--- config.mk ---
export PLATFORM = sky130hd
export DESIGN_NAME = sockit_spi_flash_rsp
export DESIGN_NICKNAME = d
export VERILOG_FILES = /design/src/rtl/sockit_spi_flash_rsp.sv
export SDC_FILE = /design/constraint.sdc
export NUM_CORES = 1
export LEC_CHECK = 0
export CAP_MARGIN = 40
export CORE_MARGIN = 2
export CORE_UTILIZATION = 66
export CTS_BUF_LIST = sky130_fd_sc_hd__clkbuf_4
export CTS_CLUSTER_SIZE = 30
export DETAILED_ROUTE_END_ITERATION = 7
export DONT_BUFFER_PORTS = 1
export HOLD_SLACK_MARGIN = 0.06
export PLACE_DENSITY = 0.92
export SKIP_CTS_REPAIR_TIMING = 1
export SYNTH_ARGS = -nofsm -noshare
export SYNTH_HDL_FRONTEND = slang
export SYNTH_SLANG_ARGS = --single-unit
--- constraint.sdc ---
create_clock -name clk -period 3.1 [get_ports clk]
set_clock_uncertainty 0.2 [all_clocks]
set_input_delay 0.31 -clock clk [delete_from_list [all_inputs] [get_ports clk]]
set_output_delay 0.31 -clock clk [all_outputs]
set_load 0.02 [all_outputs]
--- src/rtl/sockit_spi_flash_rsp.sv ---
// SPI flash responder: serves mode-0 read commands out of a 32-bit memory bus.
// Define SOCKIT_SPI_FAST_READ_EN to accept fast read (0x0B) with 8 dummy clocks.
module sockit_spi_flash_rsp #(
    parameter int BAW = 24
) (
    input  logic           clk,
    input  logic           rst,
    input  logic           spi_sclk,
    input  logic           spi_ss_n,
    input  logic           spi_mosi,
    output logic           spi_miso,
    output logic           spi_moe,
    output logic           bso_ren,
    output logic [BAW-1:0] bso_adr,
    input  logic [31:0]    bso_rdt,
    input  logic           bso_wrq
);

    typedef enum logic [2:0] {
        S_IDLE   = 3'd0,
        S_CMD    = 3'd1,
        S_ADR    = 3'd2,
`ifdef SOCKIT_SPI_FAST_READ_EN
        S_DUMMY  = 3'd3,
`endif
        S_DATA   = 3'd4,
        S_IGNORE = 3'd5
    } state_t;

    state_t      state;
    logic [2:0]  sclk_q;
    logic [1:0]  ss_q;
    logic [1:0]  mosi_q;
    logic        sclk_rise;
    logic        sclk_fall;
    logic        ss_s;
    logic        mosi_s;
    logic [4:0]  cnt;
    logic [2:0]  bcnt;
    logic [6:0]  sh;
    logic [23:0] adr;
    logic [23:0] adr_nx;
    logic [7:0]  tx;
    logic [31:0] wbuf [2];
    logic [1:0]  valid;
    logic        pend;
    logic [23:2] pend_adr;
    logic        fidx;
    logic        stale;
    logic [31:0] cur_word;
    logic [7:0]  cur_byte;
`ifdef SOCKIT_SPI_FAST_READ_EN
    logic        fast;
`endif

    assign sclk_rise = sclk_q[1] & ~sclk_q[2];
    assign sclk_fall = ~sclk_q[1] & sclk_q[2];
    assign ss_s      = ss_q[1];
    assign mosi_s    = mosi_q[1];
    assign adr_nx    = {adr[22:0], mosi_s};

    // Byte lanes are little endian; a missing word reads as all ones.
    always_comb begin
        cur_word = wbuf[adr[2]];
        cur_byte = 8'hFF;
        if (valid[adr[2]])
            cur_byte = cur_word[{adr[1:0], 3'b000} +: 8];
    end

    always_ff @(posedge clk) begin
        if (rst) begin
            state    <= S_IDLE;
            sclk_q   <= 3'b000;
            ss_q     <= 2'b11;
            mosi_q   <= 2'b00;
            cnt      <= 5'd0;
            bcnt     <= 3'd0;
            sh       <= 7'd0;
            adr      <= 24'd0;
            tx       <= 8'hFF;
            wbuf[0]  <= 32'd0;
            wbuf[1]  <= 32'd0;
            valid    <= 2'b00;
            pend     <= 1'b0;
            pend_adr <= 22'd0;
            fidx     <= 1'b0;
            stale    <= 1'b0;
            spi_miso <= 1'b1;
            spi_moe  <= 1'b0;
            bso_ren  <= 1'b0;
            bso_adr  <= '0;
`ifdef SOCKIT_SPI_FAST_READ_EN
            fast     <= 1'b0;
`endif
        end else begin
            sclk_q <= {sclk_q[1:0], spi_sclk};
            ss_q   <= {ss_q[0], spi_ss_n};
            mosi_q <= {mosi_q[0], spi_mosi};

            // Bus side: one read in flight, queued request waits for it.
            if (bso_ren && !bso_wrq) begin
                bso_ren <= 1'b0;
                if (!stale) begin
                    wbuf[fidx]  <= bso_rdt;
                    valid[fidx] <= 1'b1;
                end
                stale <= 1'b0;
            end else if (!bso_ren && pend) begin
                bso_ren <= 1'b1;
                bso_adr <= {pend_adr[BAW-1:2], 2'b00};
                fidx    <= pend_adr[2];
                pend    <= 1'b0;
            end

            if (ss_s) begin
                state    <= S_IDLE;
                cnt      <= 5'd0;
                bcnt     <= 3'd0;
                valid    <= 2'b00;
                pend     <= 1'b0;
                spi_miso <= 1'b1;
                spi_moe  <= 1'b0;
                // A read still outstanding belongs to the old transfer.
                stale    <= (bso_ren && bso_wrq) || (!bso_ren && pend);
`ifdef SOCKIT_SPI_FAST_READ_EN
                fast     <= 1'b0;
`endif
            end else begin
                unique case (state)
                    S_IDLE: begin
                        state <= S_CMD;
                        cnt   <= 5'd0;
                    end
                    S_CMD: begin
                        if (sclk_rise) begin
                            sh  <= {sh[5:0], mosi_s};
                            cnt <= cnt + 5'd1;
                            if (cnt == 5'd7) begin
                                cnt <= 5'd0;
                                if ({sh, mosi_s} == 8'h03)
                                    state <= S_ADR;
`ifdef SOCKIT_SPI_FAST_READ_EN
                                else if ({sh, mosi_s} == 8'h0B) begin
                                    state <= S_ADR;
                                    fast  <= 1'b1;
                                end
`endif
                                else
                                    state <= S_IGNORE;
                            end
                        end
                    end
                    S_ADR: begin
                        if (sclk_rise) begin
                            adr <= adr_nx;
                            cnt <= cnt + 5'd1;
                            if (cnt == 5'd23) begin
                                cnt      <= 5'd0;
                                bcnt     <= 3'd0;
                                pend     <= 1'b1;
                                pend_adr <= adr_nx[23:2];
                                spi_moe  <= 1'b1;
                                state    <= S_DATA;
`ifdef SOCKIT_SPI_FAST_READ_EN
                                if (fast)
                                    state <= S_DUMMY;
`endif
                            end
                        end
                    end
`ifdef SOCKIT_SPI_FAST_READ_EN
                    S_DUMMY: begin
                        if (sclk_rise) begin
                            cnt <= cnt + 5'd1;
                            if (cnt == 5'd7) begin
                                cnt   <= 5'd0;
                                state <= S_DATA;
                            end
                        end
                    end
`endif
                    S_DATA: begin
                        if (sclk_fall) begin
                            if (bcnt == 3'd0) begin
                                spi_miso <= cur_byte[7];
                                tx       <= {cur_byte[6:0], 1'b1};
                                adr      <= adr + 24'd1;
                                bcnt     <= 3'd1;
                                // Last byte of the word: free it, fetch the next.
                                if (adr[1:0] == 2'd3) begin
                                    valid[adr[2]] <= 1'b0;
                                    pend          <= 1'b1;
                                    pend_adr      <= adr[23:2] + 22'd1;
                                end
                            end else begin
                                spi_miso <= tx[7];
                                tx       <= {tx[6:0], 1'b1};
                                bcnt     <= bcnt + 3'd1;
                            end
                        end
                    end
                    S_IGNORE: begin
                        spi_moe <= 1'b0;
                    end
                    default: state <= S_IDLE;
                endcase
            end
        end
    end

endmodule
==> results.cfg, run 1 <==
[finish]
antenna_cells = 0
final_common_cell = nand2_1
mostFrequentLayoutCells = nand2_1 (109), dfxtp_1 (108), a21oi_1 (79)
post-route-util_pct = 73.0
fill_cells = 866
seq_area_um2 = 4080
area_delta_synth_final_pct = 9.37
final_nets = 922
multi_input_area_um2 = 3870
drive_gt1_share_pct = 10.8

[logic_synthesis]
yosysSeqAreaShare_pct = 49.1
postSynthAreaPerCell_um2 = 9.50
ys_top_cells_by_area = dfxtp_1 (26%), edfxtp_1 (23%), and2_1 (5.0%)
yosysTopAreaCellShare_pct = 26.0
syn_inst = 875
synthesis.yosys.warnings = 0
ys_types = 76
netlist_area_um2 = 8320
synth_edf_count = 64
synthArstFlopShare_pct = 0
synth-seq-cells = 172
synth_xor_area_share_pct = 0.632
ys.flop_type = dfxtp_1
synth_fa_ha_area_share_pct = 0.873
muxShareOfSynthArea_pct = 6.88
synth_top_family_by_area = simple AND/OR/NAND/NOR gates
synth_compound_area_share_pct = 16.2
synth_area_leader_cell = dfxtp_1
synthSimpleGateAreaFrac_pct = 21.7

[sta]
maxSlewViolCount = 0
tightest_slew_ns = 0.907
fmax_ghz = 0.366
setup_tns_ns = 0
maxSlewHeadroom_pct = 39.5
rsz0062_at_grt = false
post-route-period-util_pct = 88.2
finalHoldViolCount = 0
final-setup-viol-count = 0
fin_crit_ns = 2.73
finalWorstSetupSlack_ns = 0.366
holdWs_ns = 0.0773

[detailed_routing]
ant_nets = 0
vias = 6654
wl_per_cell_um = 17.6
drc = 0
via_per_inst = 6.25
drtIter0Drc = 737
drt_wl_total_mm = 18.8
drt-pass1-iter-count = 8

[global_route]
antenna_found_initial = 0
grt_usage_pct = 26.5
grt_max_degree = 88
grt_pass1_vias = 5863
grt_pass1_wl_mm = 28.1
grt.overflow.total = 0

[floorplan]
start_util_pct = 66.7
rows = 41
core_um2 = 12500
die_h_um = 116
dieArea_um2 = 13500
die_width_um = 116
io_pins = 65

[cts]
clk_latency_ns = 0.59
cts_made_buffers = 17
path_clk_slew_ns = 0.13
cts_tree = built
ctsHtreeMaxLevel = 4
cts_sinks = 172
max-clock-path-buffers = 2
cts_root_buf = clkbuf_4

[worst_setup_path]
worstPathMaxFanout = 20
cp.required_ns = 3.40
crit_family = simple AND/OR/NAND/NOR gates
cpMaxStageDelayCell = dfxtp_1
startpoint_type = register
crit_path_max_incr_delay_ns = 0.68
critPathBufInv = 1
path_class = reg2reg
crit_chain = nor2b_1 > o21a_1 > nand3_1 > buf_4 > a21o_1 > a21oi_1
critPathCaptureType = register
worstPathArrival_ns = 3.03

[power_and_ir_drop]
powerDensity_nw_per_um2 = 423
ir_drop_uv = 343
p_leak_nw = 3.11
power.total_mw = 3.85

[place]
preCtsSetupSlack_ns = 0.466
io_buffers = 0
gp_congestion = 0.906
place_hpwl_mm = 11.6

[status]
status = completed

[run]
max_cap_viol_count = 0

[worst_hold_path]
hold_path_class = in2reg
metrics by stage:
stage          cell area (um2)  cells
2_1_floorplan             8320    876
3_3_place_gp              8400    993
3_5_place_dp              8400    993
4_1_cts                   8690   1025
5_1_grt                   9090   1064
6_report                  9090   1064
cell families (layout without fill, tap and decap cells):
group	count (synthesis)	count (layout)
AO/OA/AOI/OAI	216	216
buffers and inverters	86	102
other	1	2
adder cells (fa/ha/maj)	6	6
AND/OR/NAND/NOR	351	351
flip-flops	172	172
XOR/XNOR	6	6
multiplexers	37	37
path summary, 6_finish.rpt:
check / startpoint / end / slack, ns / cells past startpoint
min reg2reg: ss_q[0] / ss_q[1] / 0.22 / 1
min: rst / adr[8] / 0.08 / 2
max: state[1] / register / 0.37 / 6
max reg2reg: state[1] / register / 0.37 / 6
cell type report:
class,instances,area share (%)
multi-input cells,618,42.5
clock buffers,22,1.82
flip-flops and latches,172,44.9
well taps,172,2.37
repair buffers,62,6.66
clock inverters,10,1.39
inverters,8,0.330
Yosys cell counts (all sizes together) (4+ instances only):
cell type	number
o31ai	7
a21o	9
or2	6
or4	4
clkbuf	55
nand4	9
o21ai	48
o211ai	6
mux2i	20
and3	6
buf	23
or3	4
dfxtp	108
nor4	10
mux4	16
a21oi	80
nand2b	7
nor3b	4
edfxtp	64
and4	4
o21a	4
nand3	31
a31oi	11
inv	8
nor2b	9
and2	66
a211oi	9
nor2	57
nor3	16
nand2	109
ha	5
a211o	7
sequential cells by signal, indices dropped and copies added (netlist names), 3 cells and up, named ones only:
signal / flops
adr: 24
bcnt: 3
bso_adr: 22
cnt: 5
pend_adr: 22
sclk_q: 3
sh: 7
state: 3
tx: 7
wbuf: 64
routing by layer:
metal | track usage [%] | part of all wire [%] | routed length (um)
met5 | 0 | 0 | 0
met4 | 11.0 | 2.7 | 498
met3 | 6.69 | 6.0 | 1130
met2 | 45.2 | 52 | 9830
met1 | 32.2 | 39 | 7290
where the power goes:
group          leakage [nW]  internal (mW)  switching, mW
logic                  1.41         0.0556         0.0657
registers              1.53           2.37         0.0137
clock network         0.168          0.595          0.752
(Power assumes the default switching activity.)
==> inputs of run 2 (changes only) <==
--- a/config.mk
+++ b/config.mk
@@ -9,9 +9,11 @@
 export CORE_MARGIN = 2
 export CORE_UTILIZATION = 66
 export CTS_BUF_LIST = sky130_fd_sc_hd__clkbuf_4
+export CTS_CLUSTER_DIAMETER = 100
 export CTS_CLUSTER_SIZE = 30
 export DETAILED_ROUTE_END_ITERATION = 7
 export DONT_BUFFER_PORTS = 1
+export GPL_TIMING_DRIVEN = 0
 export HOLD_SLACK_MARGIN = 0.06
 export PLACE_DENSITY = 0.92
 export SKIP_CTS_REPAIR_TIMING = 1
==> run 2 against run 1 <==
Maximum frequency down 0.37%; cell count up 5.3%; via count up 7.3%; core utilization up 1.4 points; critical path depth up 1; sequential power about the same; wire length up 14%; count of clock-buffer cells in the layout down 4; first-iteration DRC count up 10%; final area up 1.9%; register-to-register slack about the same; highest routed layer unchanged.
==> results.cfg, run 2 (synthesized netlist as in run 1, its figures left out) <==
[status]
status = completed

[worst_setup_path]
critPathCaptureType = register
startpoint = cnt[1]
rrSetupSlack_ns = 0.36
rr_startpoint = cnt[1]
startpoint_type = register
cp.required_ns = 3.42
path_class = reg2reg
worstPathMaxFanout = 10
r2r_end = pend_adr[4]
worstPathArrival_ns = 3.06
r2r_cells = 7
endpoint = pend_adr[4]

[power_and_ir_drop]
ir_drop_uv = 410
powerDensity_nw_per_um2 = 424
p_leak_nw = 3.17
power.total_mw = 3.93

[floorplan]
die_width_um = 116
core_um2 = 12500
rows = 41
io_pins = 65
die_h_um = 116
dieArea_um2 = 13500
start_util_pct = 66.7

[place]
placed_cell_area_um2 = 8560
dp.cells = 1049
preCtsSetupSlack_ns = 0.262
gp_congestion = 0.952
place_hpwl_mm = 14.2
io_buffers = 0

[sta]
maxSlewViolCount = 0
finalWorstSetupSlack_ns = 0.356
final-setup-viol-count = 0
rsz0062_at_grt = false
post-route-period-util_pct = 88.5
tightest_slew_ns = 0.816
maxSlewHeadroom_pct = 45.1
finalHoldViolCount = 0
setup_tns_ns = 0
holdWs_ns = 0.163
fmax_ghz = 0.364
fin_crit_ns = 2.74

[cts]
cts_root_buf = clkbuf_4
ctsHtreeMaxLevel = 4
max-clock-path-buffers = 2
path_clk_slew_ns = 0.13
cts_sinks = 172
cts_made_buffers = 17
cts_tree = built
clk_latency_ns = 0.59

[detailed_routing]
drt-pass1-iter-count = 5
wl_per_cell_um = 19.0
via_per_inst = 6.38
vias = 7142
drtIter0Drc = 811
drt_wl_total_mm = 21.3
ant_nets = 0
drc = 0

[global_route]
grt_pass1_vias = 6392
grt_usage_pct = 31.1
grt_pass1_wl_mm = 31.8
grt_max_degree = 33
grt.overflow.total = 0
antenna_found_initial = 0

[run]
max_cap_viol_count = 0

[finish]
top_register = wbuf
drive_gt1_share_pct = 9.81
reg.largest.list = wbuf x64, adr x24
largest_register_ffs = 64
post-route-util_pct = 74.3
area_delta_synth_final_pct = 11.4
final_nets = 978
antenna_cells = 0
finalInstanceArea_um2 = 9270
layout.cells.non_filler = 1120
final_common_cell = nand2_1
mostFrequentLayoutCells = nand2_1 (109), dfxtp_1 (108), a21oi_1 (79)

[worst_hold_path]
hold_path_class = in2reg
## run 2: changes by cell type in the layout (fill, tap and decap cells not counted), moves of 2 or more
cell / delta
buf_4: -17
clkinv_1: +3
clkbuf_2: +3
clkinv_2: -3
clkbuf_4: -4
clkbuf_1: +52
buf_2: +14
buf_6: +3
buf_1: +2
buf_12: -2
clkinv_4: +2
## run 2: per-layer routing
layer	GRT usage (%)	routed length (um)
met5	0	0
met4	15.3	994
met3	7.94	1760
met2	51.6	10400
met1	38.0	8120
## run 2: area by class of cell
cell class,count,area [um2]
fillers,872,3200
clock inverters,14,176
flip-flops and latches,172,4080
well taps,172,215
clock buffers,18,135
repair buffers,40,418
inverters,8,30.0
plain buffers,78,352
multi-input cells,618,3860
## run 2: power by group
part | total (mW) | internal, mW | switching [mW]
logic | 0.137 | 0.0606 | 0.0759
clock network | 1.41 | 0.638 | 0.774
registers | 2.38 | 2.37 | 0.0126
total | 3.93 | 3.07 | 0.863
## run 2: how the worst min path moves through the flow
stage | from | endpoint | slack (ns) | depth (start not counted)
final | spi_ss_n | ss_q[0] | 0.16 | 2
after global routing | spi_ss_n | ss_q[0] | 0.15 | 2
after CTS | spi_ss_n | ss_q[0] | -0.41 | 1
after detailed placement | ss_q[0] | ss_q[1] | 0.20 | 1
after global placement | ss_q[0] | ss_q[1] | 0.19 | 1
after floorplan | ss_q[0] | ss_q[1] | 0.19 | 1
## run 2: worst max-delay path, stage by stage, from the launching register on
cell and delay, ns:
dfxtp_1 0.39, ha_1 0.27, nand4b_2 0.18, o21a_1 0.27, nor4_2 0.72, buf_2 0.36
o211ai_1 0.12, a21oi_1 0.17
==> inputs of run 3 (changes only) <==
--- a/config.mk
+++ b/config.mk
@@ -7,7 +7,7 @@
 export LEC_CHECK = 0
 export CAP_MARGIN = 40
 export CORE_MARGIN = 2
-export CORE_UTILIZATION = 66
+export CORE_UTILIZATION = 65
 export CTS_BUF_LIST = sky130_fd_sc_hd__clkbuf_4
 export CTS_CLUSTER_DIAMETER = 100
 export CTS_CLUSTER_SIZE = 30
@@ -15,7 +15,7 @@
 export DONT_BUFFER_PORTS = 1
 export GPL_TIMING_DRIVEN = 0
 export HOLD_SLACK_MARGIN = 0.06
-export PLACE_DENSITY = 0.92
+export PLACE_DENSITY = 0.91
 export SKIP_CTS_REPAIR_TIMING = 1
 export SYNTH_ARGS = -nofsm -noshare
 export SYNTH_HDL_FRONTEND = slang
==> run 3 against run 2 <==
Final area decreased by 0.38%; non-clock buffer count stayed put; clock power fell by 11%; cell count about the same; maximum frequency is 6.6% lower; sequential share of layout area is 0.17 points higher; global-route usage shrank 0.69 points; largest cell class unchanged; highest routed layer unchanged; sequential power hardly changed; core utilization down 0.89 points; critical path depth grew 3; die area increased by 1.5%.
==> results.cfg, run 3 (synthesized netlist as in run 1, its figures left out) <==
[worst_setup_path]
worstPathArrival_ns = 3.22
startpoint = bcnt[0]
r2r_cells = 10
cpMaxStageDelayCell = clkbuf_1
worstPathMaxFanout = 10
cp.required_ns = 3.39
rr_startpoint = bcnt[0]
crit_path_max_incr_delay_ns = 0.39
path_class = reg2reg
crit_chain = inv_1 > ha_1 > nor2b_1 > clkbuf_1 > o21ba_2 > and3_1 > clkbuf_1 > buf_2 > a21oi_1 > a211oi_1
critPathCaptureType = register
startpoint_type = register
critPathMostFrequentCell = clkbuf_1

[sta]
finalHoldViolCount = 0
fin_crit_ns = 2.94
maxSlewViolCount = 0
post-route-period-util_pct = 94.8
setup_tns_ns = 0
rsz0062_at_grt = false
holdWs_ns = 0.188
final-setup-viol-count = 0
tightest_slew_ns = 0.882
maxSlewHeadroom_pct = 40.7
fmax_ghz = 0.340

[cts]
path_clk_slew_ns = 0.14
cts_tree = built
cts_root_buf = clkbuf_4
clk_latency_ns = 0.58
max-clock-path-buffers = 2
cts_sinks = 172
cts_made_buffers = 17
ctsHtreeMaxLevel = 4

[finish]
multi_input_area_um2 = 3860
seq_area_um2 = 4080
fill_cells = 873
top_register = wbuf
reg.largest.list = wbuf x64, adr x24
post-route-util_pct = 73.4
final_common_cell = nand2_1
largest_register_ffs = 64
final_nets = 978
drive_gt1_share_pct = 9.71
area_delta_synth_final_pct = 11.0
mostFrequentLayoutCells = nand2_1 (109), dfxtp_1 (108), a21oi_1 (79)

[worst_hold_path]
whs_path_depth = 2
min_from = spi_ss_n
hold_path_class = in2reg

[detailed_routing]
drc = 0
drtIter0Drc = 941
vias = 7252
ant_nets = 0
wl_per_cell_um = 19.7
drt_wl_total_mm = 22.1
via_per_inst = 6.47
drt-pass1-iter-count = 6

[power_and_ir_drop]
powerDensity_nw_per_um2 = 409
ir_drop_uv = 384
p_leak_nw = 3.14

[global_route]
grt_pass1_vias = 6615
antenna_found_initial = 0
grt_usage_pct = 30.4
grt.overflow.total = 0
grt_max_degree = 33
grt_pass1_wl_mm = 31.7

[place]
gp_congestion = 1.01
place_hpwl_mm = 14.0
io_buffers = 0

[run]
max_cap_viol_count = 0

[floorplan]
die_width_um = 117
dieArea_um2 = 13700
rows = 41
start_util_pct = 66.2
io_pins = 65
die_h_um = 117
core_um2 = 12600

[status]
status = completed
## run 3: changes by cell type in the layout (fill, tap and decap cells not counted), sizes merged
cell and change:
clkbuf +2, diode +2, clkinv -1, inv -2, bufinv -2, clkinvlp +2
## run 3: where the power goes
part	internal (mW)	switching [mW]	leakage (nW)
sequential	2.37	0.0141	1.53
combinational	0.0607	0.0775	1.47
clock	0.497	0.760	0.140
## run 3: final cells by class
type,count,area share [%]
Clock inverter,11,1.33
Clock buffer,20,1.63
Inverter,8,0.325
Buffer,78,3.80
Tap cell,172,2.33
Antenna cell,2,0.0542
Sequential cell,172,44.2
Timing Repair Buffer,40,4.53
Multi-Input combinational cell,618,41.8
## run 3: metrics by stage
| step | worst slack [ns] | power (mW) | instance area [um2] | std cells |
|---|---|---|---|---|
| floorplan | 0.738 | 2.49 | 8320 | 876 |
| global placement | 0.290 | 2.51 | 8530 | 1048 |
| detailed placement | 0.231 | 2.52 | 8560 | 1049 |
| CTS | 0.206 | 3.73 | 8830 | 1080 |
| global route | 0.0187 | 3.87 | 9230 | 1119 |
| finish | 0.163 | 3.78 | 9230 | 1121 |
## run 3: worst max-delay path, delay by kind of cell (launching register included)
kind | cells | cell delay, ns
adder cells (fa/ha/maj) | 1 | 0.17
AND/OR/NAND/NOR | 2 | 0.34
AO/OA/AOI/OAI | 3 | 0.60
flip-flops | 1 | 0.36
buffers and inverters | 4 | 1.21
## run 3: layer usage
metal  vias up  GRT usage, %  wire length, um
met2       462          50.1            10800
met5         -             0                0
met3       102          7.57             2000
met4         0          15.5             1050
met1      3409          37.3             8230
li1       3279             -                -
## run 3: final timing paths
check                      to  slack [ns]
hold reg to reg   bso_adr[12]        0.26
setup reg to reg       adr[4]        0.16
setup / recovery       adr[4]        0.16
hold / removal        ss_q[0]        0.19
